--- src/rtl/rgb_pwm_ctrl.sv ---
// Purpose     : multi-channel PWM (OFF / STATIC / BREATHE / BLINK) driving the iCE40 SB_RGBA_DRV RGBnPWM inputs.
// Latency     : config writes apply at the next PWM period start; pwm_out is registered one hw_clk behind pwm_cnt.
// Backpressure: none; cfg_ready is high whenever out of reset and a write can be accepted every cycle.
//
// Ports:
//   hw_clk, rst_n          clock, asynchronous active-low reset (synchronous release expected upstream)
//   cfg_valid / cfg_ready  config write handshake; cfg_ch, cfg_mode, cfg_duty carry the write
//   cfg_err                one-cycle pulse after an accepted write to a channel index >= NUM_CH
//   pwm_out                registered per-channel PWM outputs
//   period_strobe          one-cycle pulse, one cycle after each PWM period start
//
// Optional: define RGB_PWM_GAMMA_EN to apply a square-law gamma ((eff*eff) >> PWM_W)
// to the effective duty before the compare.
module rgb_pwm_ctrl #(
    parameter int NUM_CH     = 3,
    parameter int PWM_W      = 8,
    parameter int PRESCALE   = 4,
    parameter int BREATH_DIV = 2,
    parameter int BLINK_DIV  = 64
) (
    input  logic              hw_clk,
    input  logic              rst_n,
    input  logic              cfg_valid,
    output logic              cfg_ready,
    input  logic [2:0]        cfg_ch,
    input  logic [1:0]        cfg_mode,
    input  logic [PWM_W-1:0]  cfg_duty,
    output logic              cfg_err,
    output logic [NUM_CH-1:0] pwm_out,
    output logic              period_strobe
);

    typedef enum logic [1:0] {
        MODE_OFF     = 2'b00,
        MODE_STATIC  = 2'b01,
        MODE_BREATHE = 2'b10,
        MODE_BLINK   = 2'b11
    } mode_e;

    localparam int PS_W = (PRESCALE   > 1) ? $clog2(PRESCALE)   : 1;
    localparam int BD_W = (BREATH_DIV > 1) ? $clog2(BREATH_DIV) : 1;
    localparam int BK_W = (BLINK_DIV  > 1) ? $clog2(BLINK_DIV)  : 1;

    localparam logic [PS_W-1:0]  PS_LAST    = PS_W'(PRESCALE - 1);
    localparam logic [BD_W-1:0]  BD_LAST    = BD_W'(BREATH_DIV - 1);
    localparam logic [BK_W-1:0]  BK_LAST    = BK_W'(BLINK_DIV - 1);
    localparam logic [PWM_W-1:0] CNT_LAST   = {PWM_W{1'b1}};
    localparam logic [PWM_W-1:0] LVL_TOP_M1 = CNT_LAST - 1'b1;
    localparam logic [3:0]       NUM_CH_L   = 4'(NUM_CH);

    logic [PS_W-1:0]   presc;
    logic [PWM_W-1:0]  pwm_cnt;
    logic [BK_W-1:0]   blink_cnt;
    logic              blink_ph;
    logic              tick;
    logic              pstart;
    logic              cfg_acc;
    logic              ch_ok;
    logic [NUM_CH-1:0] pwm_nxt;

    assign tick    = (presc == PS_LAST);
    // Period start is the tick on which pwm_cnt wraps back to 0.
    assign pstart  = tick && (pwm_cnt == CNT_LAST);
    assign cfg_acc = cfg_valid && cfg_ready;
    assign ch_ok   = ({1'b0, cfg_ch} < NUM_CH_L);

    // Timebase, handshake and status outputs.
    always_ff @(posedge hw_clk or negedge rst_n) begin
        if (!rst_n) begin
            presc         <= '0;
            pwm_cnt       <= '0;
            period_strobe <= 1'b0;
            cfg_ready     <= 1'b0;
            cfg_err       <= 1'b0;
        end else begin
            presc         <= tick ? '0 : presc + 1'b1;
            if (tick) begin
                pwm_cnt <= pwm_cnt + 1'b1;
            end
            period_strobe <= pstart;
            cfg_ready     <= 1'b1;
            cfg_err       <= cfg_acc && !ch_ok;
        end
    end

    // Blink phase is shared by all channels so blinking LEDs stay in step.
    always_ff @(posedge hw_clk or negedge rst_n) begin
        if (!rst_n) begin
            blink_cnt <= '0;
            blink_ph  <= 1'b0;
        end else if (pstart) begin
            if (blink_cnt == BK_LAST) begin
                blink_cnt <= '0;
                blink_ph  <= ~blink_ph;
            end else begin
                blink_cnt <= blink_cnt + 1'b1;
            end
        end
    end

    for (genvar i = 0; i < NUM_CH; i++) begin : g_ch
        mode_e            shd_mode;
        mode_e            act_mode;
        logic [PWM_W-1:0] shd_duty;
        logic [PWM_W-1:0] act_duty;
        logic [PWM_W-1:0] level;
        logic             dir_down;
        logic [BD_W-1:0]  bcnt;
        logic [PWM_W-1:0] eff_lin;
        logic [PWM_W-1:0] eff;
        logic             wr_hit;

        // An out-of-range cfg_ch never matches any generated index, so it writes nothing.
        assign wr_hit = cfg_acc && (cfg_ch == 3'(i));

        always_ff @(posedge hw_clk or negedge rst_n) begin
            if (!rst_n) begin
                shd_mode <= MODE_OFF;
                shd_duty <= '0;
                act_mode <= MODE_OFF;
                act_duty <= '0;
                level    <= '0;
                dir_down <= 1'b0;
                bcnt     <= '0;
            end else begin
                // A write coinciding with pstart lands in the shadow after the
                // copy below, so it takes effect one period later.
                if (wr_hit) begin
                    shd_mode <= mode_e'(cfg_mode);
                    shd_duty <= cfg_duty;
                end
                if (pstart) begin
                    act_mode <= shd_mode;
                    act_duty <= shd_duty;
                    if (shd_mode == MODE_BREATHE && act_mode != MODE_BREATHE) begin
                        level    <= '0;
                        dir_down <= 1'b0;
                        bcnt     <= '0;
                    end else if (act_mode == MODE_BREATHE) begin
                        if (bcnt == BD_LAST) begin
                            bcnt <= '0;
                            // Turn around on arrival at either end so the peak
                            // and the floor are each held for a single step.
                            if (!dir_down) begin
                                level <= level + 1'b1;
                                if (level == LVL_TOP_M1) begin
                                    dir_down <= 1'b1;
                                end
                            end else begin
                                level <= level - 1'b1;
                                if (level == PWM_W'(1)) begin
                                    dir_down <= 1'b0;
                                end
                            end
                        end else begin
                            bcnt <= bcnt + 1'b1;
                        end
                    end
                end
            end
        end

        always_comb begin
            eff_lin = '0;
            case (act_mode)
                MODE_STATIC:  eff_lin = act_duty;
                MODE_BREATHE: eff_lin = PWM_W'(({{PWM_W{1'b0}}, level} *
                                                 {{PWM_W{1'b0}}, act_duty}) >> PWM_W);
                MODE_BLINK:   eff_lin = blink_ph ? act_duty : '0;
                default:      eff_lin = '0;
            endcase
`ifdef RGB_PWM_GAMMA_EN
            // OFF already yields 0, and 0 squared stays 0.
            eff = PWM_W'(({{PWM_W{1'b0}}, eff_lin} * {{PWM_W{1'b0}}, eff_lin}) >> PWM_W);
`else
            eff = eff_lin;
`endif
        end

        assign pwm_nxt[i] = (pwm_cnt < eff);
    end

    always_ff @(posedge hw_clk or negedge rst_n) begin
        if (!rst_n) begin
            pwm_out <= '0;
        end else begin
            pwm_out <= pwm_nxt;
        end
    end

endmodule

--- config.mk ---
export PLATFORM = sky130hd
export DESIGN_NAME = rgb_pwm_ctrl
export DESIGN_NICKNAME = d
export VERILOG_FILES = /design/src/rtl/rgb_pwm_ctrl.sv
export SDC_FILE = /design/constraint.sdc
export NUM_CORES = 1
export LEC_CHECK = 0
export BUFFER_PORTS_ARGS = -buffer_cell sky130_fd_sc_hd__buf_2
export CORE_MARGIN = 3
export CORE_UTILIZATION = 57
export CTS_CLUSTER_SIZE = 12
export DETAILED_ROUTE_END_ITERATION = 8
export GPL_TIMING_DRIVEN = 0
export PLACE_DENSITY = 0.76
export SYNTH_ARGS = -nofsm -noshare
export SYNTH_HDL_FRONTEND = slang
export SYNTH_SLANG_ARGS = --single-unit
--- constraint.sdc ---
create_clock -name hw_clk -period 10.9 [get_ports hw_clk]
set_clock_uncertainty 0.1 [all_clocks]
set_input_delay 1.635 -clock hw_clk [delete_from_list [all_inputs] [get_ports hw_clk]]
set_output_delay 1.635 -clock hw_clk [all_outputs]
set_load 0.01 [all_outputs]
==> run_results.csv, run 1 <==
group,metric,value,unit
status,outcome,"completed",
drt,drc,0,
grt,grt_pass1_vias,9097,
cts,numCtsBuffers,17,
critical_path,crit_chain,"clkbuf_1, nand2_1, fa_1, fa_1, inv_1, fa_1, inv_1, fa_1, inv_1, ha_1, or4_4, a31oi_4, o21ai_1, or3_1, a32oi_1, ha_1, a2111oi_0, o21ai_0, o22ai_1",
drt,drt_first_pass_iters,5,
placement,placed_cells,1540,
power,ir_worst_vdd,0.000178,V
placement,hpwl,19.0,mm
placement,portBuffers,21,
worst_hold_path,hold_path_depth,1,
layout,area_delta_synth_final,8.91,%
drt,top_layer_used,"met4",
die,rows,51,
worst_hold_path,hold_path.class,"flip-flop to flip-flop",
layout,register_area,2830,um2
drt,routed_wl,25.0,mm
cts,holdBufCountCts,0,
die,die_x,149,um
logic_synthesis,synth_top_family_by_area,"adder cells",
power,total_power,1.04,mW
timing,tns,0,ns
flow_run,drv_cap,0,
layout,drive_above_1_share,0.0895,
grt,grt_pass1_wl,43.5,mm
logic_synthesis,syn_nets,1509,
die,die_y,149,um
drt,viasPerCell,5.50,
logic_synthesis,seq_area_frac_synth,0.244,
logic_synthesis,synth-seq-cells,113,
critical_path,required,11.11,ns
die,die_area,22100,um2
timing,hold_violations,0,
die,core_area,19700,um2
timing,fin_crit_sh,0.580,
critical_path,path_class,"flip-flop to flip-flop",
layout,multi_input_area,8000,um2
timing,tightest_slew,1.17,ns
logic_synthesis,synthSimpleGateAreaFrac,0.213,
logic_synthesis,synth_xor_area_frac,0.0317,
logic_synthesis,synthesis.area,11600,um2
logic_synthesis,avgSynthCellArea,9.26,um2
critical_path,cp.arrival,6.53,ns
drt,dr_wl_met3,827,um
timing,max_freq,0.158,GHz
drt,wl_met2,11.8,mm
cts,clk_pin_slew,0.06,ns
drt,ant_nets,0,
critical_path,crit_path_frequent_cell,"fa_1",
critical_path,endpoint_kind,"flip-flop",
power,p_leak,6.54,nW
cts,cts_tree,"yes",
critical_path,cp_max_fo,10,
critical_path,reg2reg_depth,19,
layout,n_fill_cell,1599,
cts,clkSinkCount,113,
layout,final_common_cell,"nand2_1",
logic_synthesis,ys_warn_count,0,
layout,antenna_cells,0,
critical_path,max_stage_delay,0.59,ns
grt,antenna_found_initial,0,
cts,root_buffer,"clkbuf_16",
timing,rsz0062_at_grt,"no",
grt,grt_remaining_overflow,0,
power,power.density,82.3,nW/um2
logic_synthesis,synth_fa_ha_area_frac,0.327,
layout,nNetsFinal,1550,
logic_synthesis,async_flop_share,1.00,
critical_path,crit_path_start_kind,"flip-flop",
timing,fin_crit,6.32,ns
timing,slew_headroom,0.212,
grt,grt_max_degree,67,
cts,cts_resized,0,
logic_synthesis,synth_mux_area_frac,0.0318,
logic_synthesis,synth_edf_count,0,
placement,globalplace.congestion,0.885,
timing,finalSetupViolCount,0,
critical_path,crit_slowest_cell,"or4_4",
die,ios,22,
cts,clk_latency,0.42,ns
drt,via_count,8641,
cts,cts_max_path_buffers,2,
drt,wl_met1,11.9,mm
cts,cts_max_level,4,
layout,final_cell_mix,"nand2_1, and2_1, inv_1",
cts,cts_setup_buffers,0,
drt,drt_iter0_drc,525,
logic_synthesis,synth_top_flop_cell,"dfrtp_1",
logic_synthesis,synth_cell_types,77,
drt,wl_per_cell,15.9,um
logic_synthesis,synth_compound_area_frac,0.0859,
grt,grt_usage,0.242,
die,initial_core_util,0.589,
timing,drv_slew,0,
layout,fin_util,0.641,
layout,final_cells,1572,
logic_synthesis,syn_inst,1253,
sequential cells by signal, indices dropped and copies added, names as in the netlist, 2 cells and up:
name	count
g_ch.act_duty	24
g_ch.level	24
g_ch.shd_duty	24
pwm_cnt	8
blink_cnt	6
g_ch.act_mode	6
g_ch.shd_mode	6
g_ch.bcnt	3
g_ch.dir_down	3
pwm_out	3
presc	2
synth_stat cells, types with 14 or more instances:
library cell | n | area [um2]
nand2_1 | 164 | 616
nand3_1 | 23 | 115
dfrtp_1 | 113 | 2830
a21oi_1 | 36 | 180
ha_1 | 135 | 1690
nor3_1 | 19 | 95.1
mux2_2 | 31 | 349
and2_1 | 151 | 945
or3_1 | 14 | 87.6
clkbuf_1 | 46 | 173
nor2_1 | 44 | 165
xor2_1 | 15 | 131
fa_1 | 105 | 2100
xnor2_1 | 27 | 236
inv_1 | 149 | 559
o21ai_0 | 35 | 175
logic make-up (layout without fill, tap and decap cells):
kind of cell | count (synthesis) | count (layout)
simple gates | 470 | 470
fa+ha+maj | 240 | 240
buf+inv | 205 | 259
compound gates | 149 | 149
flops | 113 | 113
xor+xnor | 42 | 42
mux | 33 | 33
other cells | 1 | 1
routing by layer:
metal,vias to the layer above,track usage
li1,4178,-
met1,4273,0.339
met2,151,0.402
met3,39,0.0317
met4,0,0.0642
met5,-,0
cell type report:
class / count / area share
buffer: 55 / 0.0170
timing repair buffer: 22 / 0.0110
clock buffer: 18 / 0.0339
multi-input combinational: 935 / 0.633
clock inverter: 14 / 0.0107
sequential: 113 / 0.224
inverter: 150 / 0.0445
tap: 265 / 0.0262
per-stage QoR:
stage	hold WS, ns	area, um2	setup WS (ns)
after floorplan	0.303	11600	5.29
after global placement	0.315	12000	4.72
after detailed placement	0.322	12100	4.64
after CTS	0.329	12600	4.61
after global routing	0.359	12600	4.21
final	0.329	12600	4.58
critical path: cells and delay by family (launching register included):
family | cells | cell delay [ns]
adder cells (fa/ha/maj) | 6 | 2.62
buffers and inverters | 4 | 0.56
AND/OR/NAND/NOR | 3 | 1.05
AO/OA/AOI/OAI | 6 | 1.45
flip-flops | 1 | 0.43
path summary, 6_finish.rpt:
check / from / to / slack [ns]
min reg2reg: presc[0] / presc[0] / 0.33
min: presc[0] / presc[0] / 0.33
max reg2reg: g_ch[0].level[2] / pwm_out[0] / 4.58
max in group asynchronous: rst_n / pwm_cnt[0] / 8.97
max: g_ch[0].level[2] / pwm_out[0] / 4.58
min in group asynchronous: rst_n / g_ch[1].level[0] / 1.04
power by group:
part | switching (mW) | internal (mW)
registers | 0.0183 | 0.446
clock network | 0.206 | 0.316
logic | 0.0270 | 0.0273
No activity file was read; power rests on OpenSTA's default activity.
==> run 2, diff against run 1 <==
Settings changed: ABC_AREA set to 1, PLACE_DENSITY 0.76 to 0.79.
Clock period 10.9 ns to 5.25 ns, I/O delays scaled along.
==> run_results.csv, run 2 <==
group,metric,value,unit
status,outcome,"completed",
logic_synthesis,syn_nets,1932,
critical_path,reg2reg_from,"g_ch[1].level[0]",
cts,clkSinkCount,113,
critical_path,startpoint,"g_ch[1].level[0]",
layout,final_common_cell,"nand2_1",
critical_path,endpoint_kind,"flip-flop",
die,ios,22,
logic_synthesis,synth_cell_types,43,
layout,reg_top3,"g_ch.act_duty (24), g_ch.level (24), g_ch.shd_duty (24)",
logic_synthesis,synth_top_flop_cell,"dfrtp_1",
cts,cts_tree,"yes",
cts,numCtsBuffers,17,
drt,viasPerCell,5.31,
logic_synthesis,synth_top_area_share,0.231,
layout,antenna_cells,0,
die,initial_core_util,0.581,
critical_path,cp_max_fo,5,
drt,wl_per_cell,14.8,um
timing,max_freq,0.198,GHz
critical_path,crit_slowest_cell,"fa_1",
flow_run,drv_cap,0,
layout,area_delta_synth_final,13.3,%
logic_synthesis,ys_warn_count,0,
critical_path,crit_path_frequent_cell,"nand2_1",
timing,hold_violations,0,
timing,finalSetupViolCount,0,
grt,grt_max_degree,90,
grt,grt_pass1_vias,10300,
layout,n_fill_cell,1779,
critical_path,r2r_slack,0.20,ns
timing,tightest_slew,0.738,ns
drt,routed_wl,29.8,mm
layout,drive_above_1_share,0.118,
timing,slew_headroom,0.508,
layout,final_cells,2023,
die,rows,53,
timing,drv_slew,0,
cts,root_buffer,"clkbuf_16",
die,core_area,21100,um2
logic_synthesis,synthesis.area,12300,um2
drt,ant_nets,0,
logic_synthesis,synth_largest_area_cell,"dfrtp_1",
cts,cts_max_level,4,
cts,clk_latency,0.42,ns
power,p_leak,8.53,nW
grt,antenna_found_initial,0,
logic_synthesis,synthTopCellsByCount,"nand2_1, inv_1, ha_1, dfrtp_1, fa_1",
die,die_y,153,um
logic_synthesis,seq_area_frac_synth,0.231,
critical_path,max_stage_delay,0.54,ns
power,ir_worst_vdd,0.000275,V
grt,grt_pass1_wl,48.7,mm
logic_synthesis,synth-seq-cells,113,
layout,fin_area,13900,um2
logic_synthesis,yosysMostFrequentCell,"nand2_1",
drt,via_count,10700,
cts,clk_pin_slew,0.06,ns
drt,drc,0,
die,die_x,153,um
logic_synthesis,async_flop_share,1.00,
power,power.density,163,nW/um2
drt,drt_iter0_drc,840,
logic_synthesis,synth_area_leaders,"dfrtp_1, fa_1, nand2_1",
timing,fin_crit,5.05,ns
grt,grt_remaining_overflow,0,
placement,hpwl,21.8,mm
cts,cts_max_path_buffers,2,
critical_path,crit_path_start_kind,"flip-flop",
placement,dpl_cell_area,12700,um2
placement,globalplace.congestion,0.870,
grt,grt_usage,0.253,
placement,portBuffers,21,
logic_synthesis,synth_edf_count,0,
critical_path,cp.arrival,5.25,ns
timing,fin_crit_sh,0.963,
layout,fin_util,0.658,
logic_synthesis,avgSynthCellArea,7.31,um2
layout,final_cell_mix,"nand2_1, inv_1, ha_1",
critical_path,required,5.45,ns
critical_path,path_class,"flip-flop to flip-flop",
logic_synthesis,syn_inst,1676,
drt,drt_first_pass_iters,7,
layout,nNetsFinal,1991,
placement,placed_cells,1973,
die,die_area,23300,um2
worst_hold_path,hold_path.class,"input pin to async pin",
[run 2: cells by family after synthesis]
| kind of cell | Yosys count | synth area share |
|---|---|---|
| buf+inv | 472 | 0.145 |
| xor+xnor | 32 | 0.0229 |
| fa+ha+maj | 240 | 0.309 |
| simple gates | 634 | 0.208 |
| flops | 113 | 0.231 |
| compound gates | 184 | 0.0836 |
| other cells | 1 | 0.000306 |
[run 2: timing repair]
| action | 4_1_cts | 5_1_grt |
|---|---|---|
| setup buffers | 13 | 43 |
| pin swaps | 0 | 11 |
| setup endpoints to repair | 3 | 3 |
| hold buffers | 0 | 0 |
| resized for setup | 27 | 69 |
[run 2: through the flow]
step / hold slack (ns) / worst slack, ns / power [mW] / TNS (ns)
after global routing: 0.138 / -0.0402 / 2.32 / -0.0994
after detailed placement: 0.323 / -0.456 / 1.06 / -1.07
after CTS: 0.130 / 0.00265 / 2.26 / 0
after global placement: 0.317 / -0.446 / 1.05 / -0.891
after floorplan: 0.303 / 0.259 / 1.01 / 0
final: 0.122 / 0.196 / 2.26 / 0
[run 2: worst max-delay path, delay by kind of cell, from the launching register on]
kind / cells / cell delay, ns
buffers and inverters: 5 / 0.36
flip-flops: 1 / 0.38
AO/OA/AOI/OAI: 1 / 0.08
AND/OR/NAND/NOR: 15 / 1.37
adder cells (fa/ha/maj): 6 / 2.63
[run 2: routing by layer]
layer  wire length (um)  global-route usage
met5                  0                   0
met4                927               0.101
met3               1820              0.0381
met2              14400               0.410
met1              12700               0.344
[run 2: worst paths after layout]
| check | to | depth (start not counted) |
|---|---|---|
| worst max-delay path | pwm_out[1] | 27 |
| worst min-delay path | g_ch[2].level[1] | 1 |
| worst max register to register | pwm_out[1] | 27 |
| worst min register to register | presc[0] | 1 |
| max in group asynchronous | g_ch[1].level[2] | 2 |
| min in group hw_clk | presc[0] | 1 |
[run 2: layout make-up]
| type | instances | area [um2] | area share |
|---|---|---|---|
| inverters | 407 | 1530 | 0.110 |
| flip-flops and latches | 113 | 2870 | 0.207 |
| well taps | 275 | 344 | 0.0248 |
| plain buffers | 27 | 133 | 0.00956 |
| multi-input cells | 1091 | 7820 | 0.564 |
| clock buffers | 19 | 443 | 0.0319 |
| clock inverters | 13 | 175 | 0.0126 |
| repair buffers | 78 | 557 | 0.0401 |
[run 2: power breakdown]
| part | internal (mW) | total, mW | switching [mW] |
|---|---|---|---|
| Clock | 0.767 | 1.21 | 0.441 |
| Sequential | 0.919 | 0.951 | 0.0317 |
| Combinational | 0.0317 | 0.0987 | 0.0670 |
